==> config.mk <==
export PLATFORM = sky130hd
export DESIGN_NAME = fifo_wptr_gray
export DESIGN_NICKNAME = d
export VERILOG_FILES = /design/src/rtl/fifo_wptr_gray_pkg.sv /design/src/rtl/fifo_wptr_gray_gray2bin.sv /design/src/rtl/fifo_wptr_gray.sv
export SDC_FILE = /design/constraint.sdc
export NUM_CORES = 1
export LEC_CHECK = 0
export ABC_CLOCK_PERIOD_IN_PS = 2800
export CAP_MARGIN = 15
export CORE_MARGIN = 5
export CORE_UTILIZATION = 43
export CTS_CLUSTER_DIAMETER = 150
export DETAILED_ROUTE_END_ITERATION = 10
export GPL_ROUTABILITY_DRIVEN = 0
export PLACE_DENSITY = 0.73
export SYNTH_ARGS = -nofsm -noshare
export SYNTH_HDL_FRONTEND = slang
export SYNTH_SLANG_ARGS = --single-unit
==> constraint.sdc <==
create_clock -name clk -period 2.8 [get_ports clk]
set_input_delay 0.56 -clock clk [delete_from_list [all_inputs] [get_ports clk]]
set_output_delay 0.56 -clock clk [all_outputs]
set_load 0.05 [all_outputs]
==> src/rtl/fifo_wptr_gray_pkg.sv <==
// cbb_fifo_pkg: shared async-FIFO helpers (Gray encode, depth, full compare)
package cbb_fifo_pkg;
  function automatic logic [31:0] bin2gray(input logic [31:0] b);
    return b ^ (b >> 1);
  endfunction
  function automatic int unsigned depth_of(input int unsigned aw);
    return 32'd1 << aw;
  endfunction
  function automatic logic full_match(input logic [31:0] wg, input logic [31:0] rg, input int unsigned w);
    return wg == (rg ^ (32'd3 << (w - 2)));
  endfunction
endpackage

==> src/rtl/fifo_wptr_gray_gray2bin.sv <==
// gray2bin: combinational Gray to binary decode
module gray2bin #(
  parameter int SIZE = 5
) (
  input  logic [SIZE-1:0] gray,
  output logic [SIZE-1:0] bin
);
  for (genvar i = 0; i < SIZE; i++) begin : g_bit
    assign bin[i] = ^gray[SIZE-1:i];
  end
endmodule

==> src/rtl/fifo_wptr_gray.sv <==
// fifo_wptr_gray: write-side pointer engine with Gray publish, read-pointer sync, full/level flags
module fifo_wptr_gray
  import cbb_fifo_pkg::*;
#(
  parameter int AW          = 4,
  parameter int AFULL_TH    = 2,
  parameter int SYNC_STAGES = 2
) (
  input  logic          clk,
  input  logic          rst,
  input  logic          wr_en,
  input  logic [AW:0]   rd_gptr_in,
  output logic          wr_fire,
  output logic [AW-1:0] waddr,
  output logic [AW:0]   wgptr,
  output logic          full,
  output logic          almost_full,
  output logic [AW:0]   wcount
);
  localparam int DEPTH = int'(depth_of(AW));
  localparam int PW    = AW + 1;
  logic [AW:0] wbin, wbin_nxt, wg_nxt, rq, rbin, wcount_nxt;
  logic [AW:0] sync_q [SYNC_STAGES];
  assign wr_fire    = wr_en & ~full & ~rst;
  assign wbin_nxt   = wbin + {{AW{1'b0}}, wr_fire};
  assign wg_nxt     = PW'(bin2gray(32'(wbin_nxt)));
  assign rq         = sync_q[SYNC_STAGES-1];
  assign wcount_nxt = wbin_nxt - rbin;
  assign waddr      = wbin[AW-1:0];
  gray2bin #(.SIZE(PW)) u_g2b (.gray(rq), .bin(rbin));
  always_ff @(posedge clk) begin
    if (rst) begin
      wbin        <= '0;
      wgptr       <= '0;
      full        <= 1'b0;
      almost_full <= 1'b0;
      wcount      <= '0;
      sync_q      <= '{default: '0};
    end else begin
      sync_q[0] <= rd_gptr_in;
      for (int i = 1; i < SYNC_STAGES; i++) sync_q[i] <= sync_q[i-1];
      wbin        <= wbin_nxt;
      wgptr       <= wg_nxt;
      full        <= full_match(32'(wg_nxt), 32'(rq), PW);
      almost_full <= 32'(wcount_nxt) >= 32'(DEPTH - AFULL_TH);
      wcount      <= wcount_nxt;
    end
  end
endmodule

==> results of run 1 <==
[worst max-delay path: cells and delay by family (launching register included)]
family,cells,cell delay [ps]
AOI/OAI and AO/OA,1,280
and+or+nand+nor,1,320
xor gates and xnor gates,4,850
DFF,1,430
adders and majority gates,2,650
[where the power goes]
| group | total (W) | switching, W | internal, W | leakage, nW |
|---|---|---|---|---|
| Clock | 0.000260 | 0.000115 | 0.000145 | 0.0279 |
| Sequential | 0.000411 | 0.0000115 | 0.000399 | 0.214 |
| Combinational | 0.000276 | 0.000159 | 0.000117 | 0.386 |
[metrics by stage]
| stage | std cells | total power, W | hold WS [ps] |
|---|---|---|---|
| after floorplan | 102 | 0.000597 | 414 |
| after global placement | 163 | 0.000677 | 418 |
| after detailed placement | 163 | 0.000682 | 432 |
| after CTS | 167 | 0.000942 | 464 |
| after global routing | 170 | 0.000986 | 476 |
| final | 170 | 0.000946 | 459 |
[Yosys cell counts, drive strengths merged]
library cell  number  share of area
nor2              14          0.048
ha                 6          0.069
nand2              1         0.0034
nand2b             2          0.011
nand3              3          0.018
nor2b             11          0.063
xor2               9          0.097
clkbuf             2         0.0069
xnor3              1          0.022
o21ai              2         0.0092
fa                 1          0.018
or3                1         0.0058
xnor2             10          0.080
dfxtp             26           0.48
o32ai              1         0.0080
nor3b              1         0.0069
or2                1         0.0058
a21oi              3          0.014
inv                6          0.021
a2111oi            1          0.014
[worst max-delay path by stage]
stage | startpoint | to | cells after the start
5_1_grt | rq[3]$_SDFF_PP0_ | almost_full$_SDFF_PP0_ | 8
3_3_place_gp | rst | almost_full$_SDFF_PP0_ | 8
6_report | rq[4]$_SDFF_PP0_ | almost_full$_SDFF_PP0_ | 8
4_1_cts | rq[3]$_SDFF_PP0_ | almost_full$_SDFF_PP0_ | 8
2_1_floorplan | rst | full$_SDFF_PP0_ | 9
3_5_place_dp | rst | almost_full$_SDFF_PP0_ | 8
[routing by layer]
layer | share of wire | GRT usage
met1 | 0.40 | 0.145
met2 | 0.52 | 0.225
met3 | 0.049 | 0.0324
met4 | 0.036 | 0.0475
met5 | 0 | 0
[sequential cells by signal (all words and copies together), names as in the netlist]
| register | flops |
|---|---|
| rq | 5 |
| sync_q | 5 |
| wcount | 5 |
| wgptr | 5 |
| wbin | 4 |
| almost_full | 1 |
| full | 1 |
[final cells by class]
type	instances	area, um2
fillers	190	856
inverters	6	22.5
multi-input cells	68	626
flip-flops and latches	26	520
well taps	30	37.5
clock buffers	3	22.5
clock inverters	1	30.0
repair buffers	36	340
[logic make-up after synthesis]
logic type / count (synthesis)
fa+ha+maj: 7
compound gates: 7
buf+inv: 8
xor+xnor: 20
flops: 26
simple gates: 34
[what timing repair did]
| action | 4_1_cts | 5_1_grt |
|---|---|---|
| hold buffers | 0 | 0 |
| buffers inserted | 0 | 3 |
| resized for setup | 0 | 1 |
| hold endpoints to repair | 0 | 0 |
| endpoints found under the setup margin | 0 | 2 |
==> results.ini, run 1 <==
[outcome]
status = finished clean

[worst_setup_path]
crit_type = register to register
cp_common_cell = xnor2_1
cpMaxStageDelayCell = fa_1
regToRegStartpoint = rq[4]$_SDFF_PP0_
path_max_fanout = 3
crit_chain = xor2_2 -> xnor2_1 -> xor2_1 -> xnor2_1 -> ha_1 -> fa_1 -> or2_2 -> o32ai_1
critPathMaxStageDelay_ps = 440
r2r_setup_slack_ps = 180
required_ps = 3040
cp-start-kind = register
reg2reg_depth = 8
worstPathArrival_ps = 2860
endpoint_kind = register
r2r-end = almost_full$_SDFF_PP0_

[worst_hold_path]
min_path_type = register to register
hold_end = rq[3]$_SDFF_PP0_
hp-start = sync_q[8]$_SDFF_PP0_
min_path_cells = 1

[timing]
timing.final.ws_setup_ps = 177
max_freq_mhz = 381
max-slew-margin-rel = 0.661
fin_crit_sh = 0.937
period_needed_ps = 2620
slew_viol_final = 0
fin_worst_skew_ps = 3.80
tightestPinTransition_ps = 507
hold_violations = 0
tns_ps = 0
rsz0062_at_grt = false
final-setup-viol-count = 0

[yosys]
ys_seq_area_frac = 0.478
syn_nets = 117
muxShareOfSynthArea = 0
syn_inst = 102
synth-adder-area-share = 0.0874
yosysWarnings = 0
synth_top_family_by_area = XOR/XNOR gates
synth_compound_area_frac = 0.0448
syn_avg_cell_area_um2 = 10.7
ys_ff_latch = 26
syn-cell-area_um2 = 1090
yosys.area_share.simple = 0.163
synth_xor_area_frac = 0.199
ys_types = 23

[routing]
routedWlPerCell_um = 13.1
ant_nets = 0
via_per_inst = 4.64
routed_wl_um = 2230
drtIter0Drc = 5
num_vias = 788
drc_errors = 0
drt-pass1-iter-count = 3

[clock_network]
clk_latency_ps = 330
root_buffer = clkbuf_4
clkSlewWorstSetupHoldPaths_ps = 140
numClockSinks = 26
cts_buffers = 3
htreeDepth = 1
cts_tree = yes
cts_buffer_depth = 2

[global_route]
gr-total-overflow = 0
antenna_found_initial = 0
grt_max_degree = 27
track_usage = 0.127
grt_pass1_wl_um = 3310
grt_pass1_vias = 740

[layout]
nNetsFinal = 156
fin_area_um2 = 1600
layout_common_cells = 26 x dfxtp_1, 23 x clkdlybuf4s50_1, 14 x nor2_1, 12 x buf_4, 11 x nor2b_1
layout_commonest_cell = dfxtp_1
drive_gt1_frac = 0.221
diodes = 0
area_growth_pct = 46.9
utilization = 0.651

[power]
vdd_ir_drop_max_v = 0.000431
p_per_area_nw_per_um2 = 592
p_leak_nw = 0.628

[floorplan]
dieArea_um2 = 3640
initial_utilization = 0.443
die_y_um = 60.3
core_region_area_um2 = 2450
row_count = 18
die_w_um = 60.3
ioPinCount = 25

[flow_run]
maxCapViolations = 0

[place]
dpl_cell_area_um2 = 1520
post-place-ws_ps = -75.0
port_buffers = 24
hpwl_um = 1570

(Power assumes the default switching activity.)
==> inputs of run 2 (changes only) <==
--- a/config.mk
+++ b/config.mk
@@ -5,14 +5,14 @@
 export SDC_FILE = /design/constraint.sdc
 export NUM_CORES = 1
 export LEC_CHECK = 0
-export ABC_CLOCK_PERIOD_IN_PS = 2800
+export ABC_CLOCK_PERIOD_IN_PS = 3350
 export CAP_MARGIN = 15
 export CORE_MARGIN = 5
-export CORE_UTILIZATION = 43
+export CORE_UTILIZATION = 52
 export CTS_CLUSTER_DIAMETER = 150
 export DETAILED_ROUTE_END_ITERATION = 10
 export GPL_ROUTABILITY_DRIVEN = 0
-export PLACE_DENSITY = 0.73
+export PLACE_DENSITY = 0.82
 export SYNTH_ARGS = -nofsm -noshare
 export SYNTH_HDL_FRONTEND = slang
 export SYNTH_SLANG_ARGS = --single-unit
==> constraint.sdc (replaced) <==
create_clock -name clk -period 3.35 [get_ports clk]
set_input_delay 0.67 -clock clk [delete_from_list [all_inputs] [get_ports clk]]
set_output_delay 0.67 -clock clk [all_outputs]
set_load 0.05 [all_outputs]
==> run 2 against run 1 <==
Compared with the run above:
- via count shrank 4.2%
- final cell count fell by 6.5%
- register-to-register slack better by 460 ps
- design area decreased by 9.8%
- clock power fell by 40%
- clock skew is 1.4 ps lower
- clock-buffer cell count up 1
- non-clock buffer count fell by 8
- highest routed layer unchanged
==> results.ini, run 2 (same netlist as run 1, synthesis figures left out) <==
[floorplan]
initial_utilization = 0.549  ; +0.106
row_count = 16  ; -2
die_y_um = 55.8  ; -7.6%
die_w_um = 55.8  ; -7.6%
ioPinCount = 25  ; unchanged
dieArea_um2 = 3110  ; -15%
core_region_area_um2 = 1980  ; -19%

[worst_setup_path]
path_max_fanout = 4  ; +1
worstPathArrival_ps = 3150  ; +290 ps
crit_chain = clkdlybuf4s50_1 -> nor3b_4 -> ha_1 -> ha_1 -> nand3_2 -> xor2_4 -> xnor2_1 -> or3_1 -> a2111oi_2
cp-start-kind = input port
cp_common_cell = ha_1
critPathMaxStageDelay_ps = 480  ; +40 ps
required_ps = 3560  ; +520 ps
crit_type = input port to register
endpoint_kind = register
cpMaxStageDelayCell = clkdlybuf4s50_1

[routing]
route.met3.wl_um = 108  ; -1.8%
drc_errors = 0  ; unchanged
top_layer_used = met4
routedWlPerCell_um = 12.1  ; -7.8%
drt-pass1-iter-count = 7  ; +4
wl_met1_um = 751  ; -15%
ant_nets = 0  ; unchanged
wl_met2_um = 1020  ; -11%
via_per_inst = 4.75  ; +2.4%
drtIter0Drc = 7  ; +2
num_vias = 755  ; -4.2%
routed_wl_um = 1920  ; -14%

[clock_network]
cts_setup_buffers = 0  ; unchanged
numClockSinks = 26  ; unchanged
clkSlewWorstSetupHoldPaths_ps = 130  ; about the same
root_buffer = clkbuf_4
cts_buffers = 3  ; unchanged
cts_buffer_depth = 2  ; unchanged
holdBufCountCts = 0  ; unchanged
clk_latency_ps = 320  ; about the same
cts_tree = yes
htreeDepth = 1  ; unchanged
cts_resized = 0  ; unchanged

[timing]
fin_worst_skew_ps = 2.39  ; -1.41 ps
hold_violations = 0  ; unchanged
tns_ps = 0  ; unchanged
slew_viol_final = 0  ; unchanged
timing.final.ws_setup_ps = 409  ; +231 ps
final-setup-viol-count = 0  ; unchanged
max-slew-margin-rel = 0.666  ; +0.00472
fin_crit_sh = 0.878
period_needed_ps = 2940
rsz0062_at_grt = false
tightestPinTransition_ps = 500  ; -7.06 ps
holdWs_ps = 455  ; -3.86 ps
max_freq_mhz = 340

[layout]
utilization = 0.728  ; +0.0765
drive_gt1_frac = 0.121  ; -0.100
diodes = 0  ; unchanged
layout_common_cells = 26 x dfxtp_1, 23 x clkdlybuf4s50_1, 14 x nor2_1, 11 x nor2b_1, 10 x xnor2_1
area_growth_pct = 32.5
nNetsFinal = 148  ; -5.1%
layout_commonest_cell = dfxtp_1

[global_route]
gr-total-overflow = 0  ; unchanged
grt_pass1_vias = 785  ; +6.1%
grt_max_degree = 27  ; unchanged
track_usage = 0.134  ; +0.00729
antenna_found_initial = 0  ; unchanged
grt_pass1_wl_um = 3280  ; -0.85%

[power]
p_leak_nw = 0.589  ; -6.2%
p_per_area_nw_per_um2 = 490  ; -17%
vdd_ir_drop_max_v = 0.000387  ; -10%

[place]
hpwl_um = 1560  ; -1.1%
post-place-ws_ps = 1.68  ; +76.7 ps
port_buffers = 24  ; unchanged

[outcome]
status = finished clean

[worst_hold_path]
min_path_type = register to register

[flow_run]
maxCapViolations = 0  ; unchanged

-- run 2: changes by cell type in the layout (fill, tap and decap cells not counted), sizes merged --
cell	before	now
buf	13	5
bufinv	1	0
clkbuf	3	4
-- run 2: worst max-delay path, delay by kind of cell --
| family | cells | cell delay (ps) |
|---|---|---|
| compound gates | 1 | 370 |
| buf+inv | 1 | 480 |
| xor+xnor | 2 | 350 |
| fa+ha+maj | 2 | 480 |
| simple gates | 3 | 790 |
-- run 2: power breakdown --
| part | leakage (nW) | internal (W) | switching [W] | total [W] |
|---|---|---|---|---|
| Sequential | 0.214 | 0.000334 | 0.00000776 | 0.000341 |
| Combinational | 0.354 | 0.0000819 | 0.000127 | 0.000209 |
| Clock | 0.0210 | 0.0000665 | 0.0000892 | 0.000156 |
| Total | 0.589 | 0.000482 | 0.000224 | 0.000706 |
-- run 2: path summary, 6_finish.rpt --
path / startpoint / cells after the start / to / slack (ps)
max reg2reg: rq[3]$_SDFF_PP0_ / 10 / almost_full$_SDFF_PP0_ / 640
min reg2reg: sync_q[5]$_SDFF_PP0_ / 1 / rq[0]$_SDFF_PP0_ / 460
min: sync_q[5]$_SDFF_PP0_ / 1 / rq[0]$_SDFF_PP0_ / 460
max: rst / 9 / full$_SDFF_PP0_ / 410
-- run 2: through the flow --
stage / instances / total power, W / instance area [um2]
floorplan: 102 / 0.000490 / 1100
global placement: 155 / 0.000552 / 1410
detailed placement: 155 / 0.000559 / 1410
CTS: 159 / 0.000716 / 1440
global route: 159 / 0.000735 / 1440
finish: 159 / 0.000706 / 1440
-- run 2: cell type report --
class	instances	area, um2
Clock buffer	4	36.3
Fill cell	139	539
Inverter	6	22.5
Multi-Input combinational cell	68	549
Sequential cell	26	520
Tap cell	27	33.8
Timing Repair Buffer	28	280
-- run 2: layer usage --
metal,vias to the layer above,global-route usage
met1,350,0.141
met5,-,0
met3,5,0.0302
li1,380,-
met2,20,0.242
met4,0,0.0764
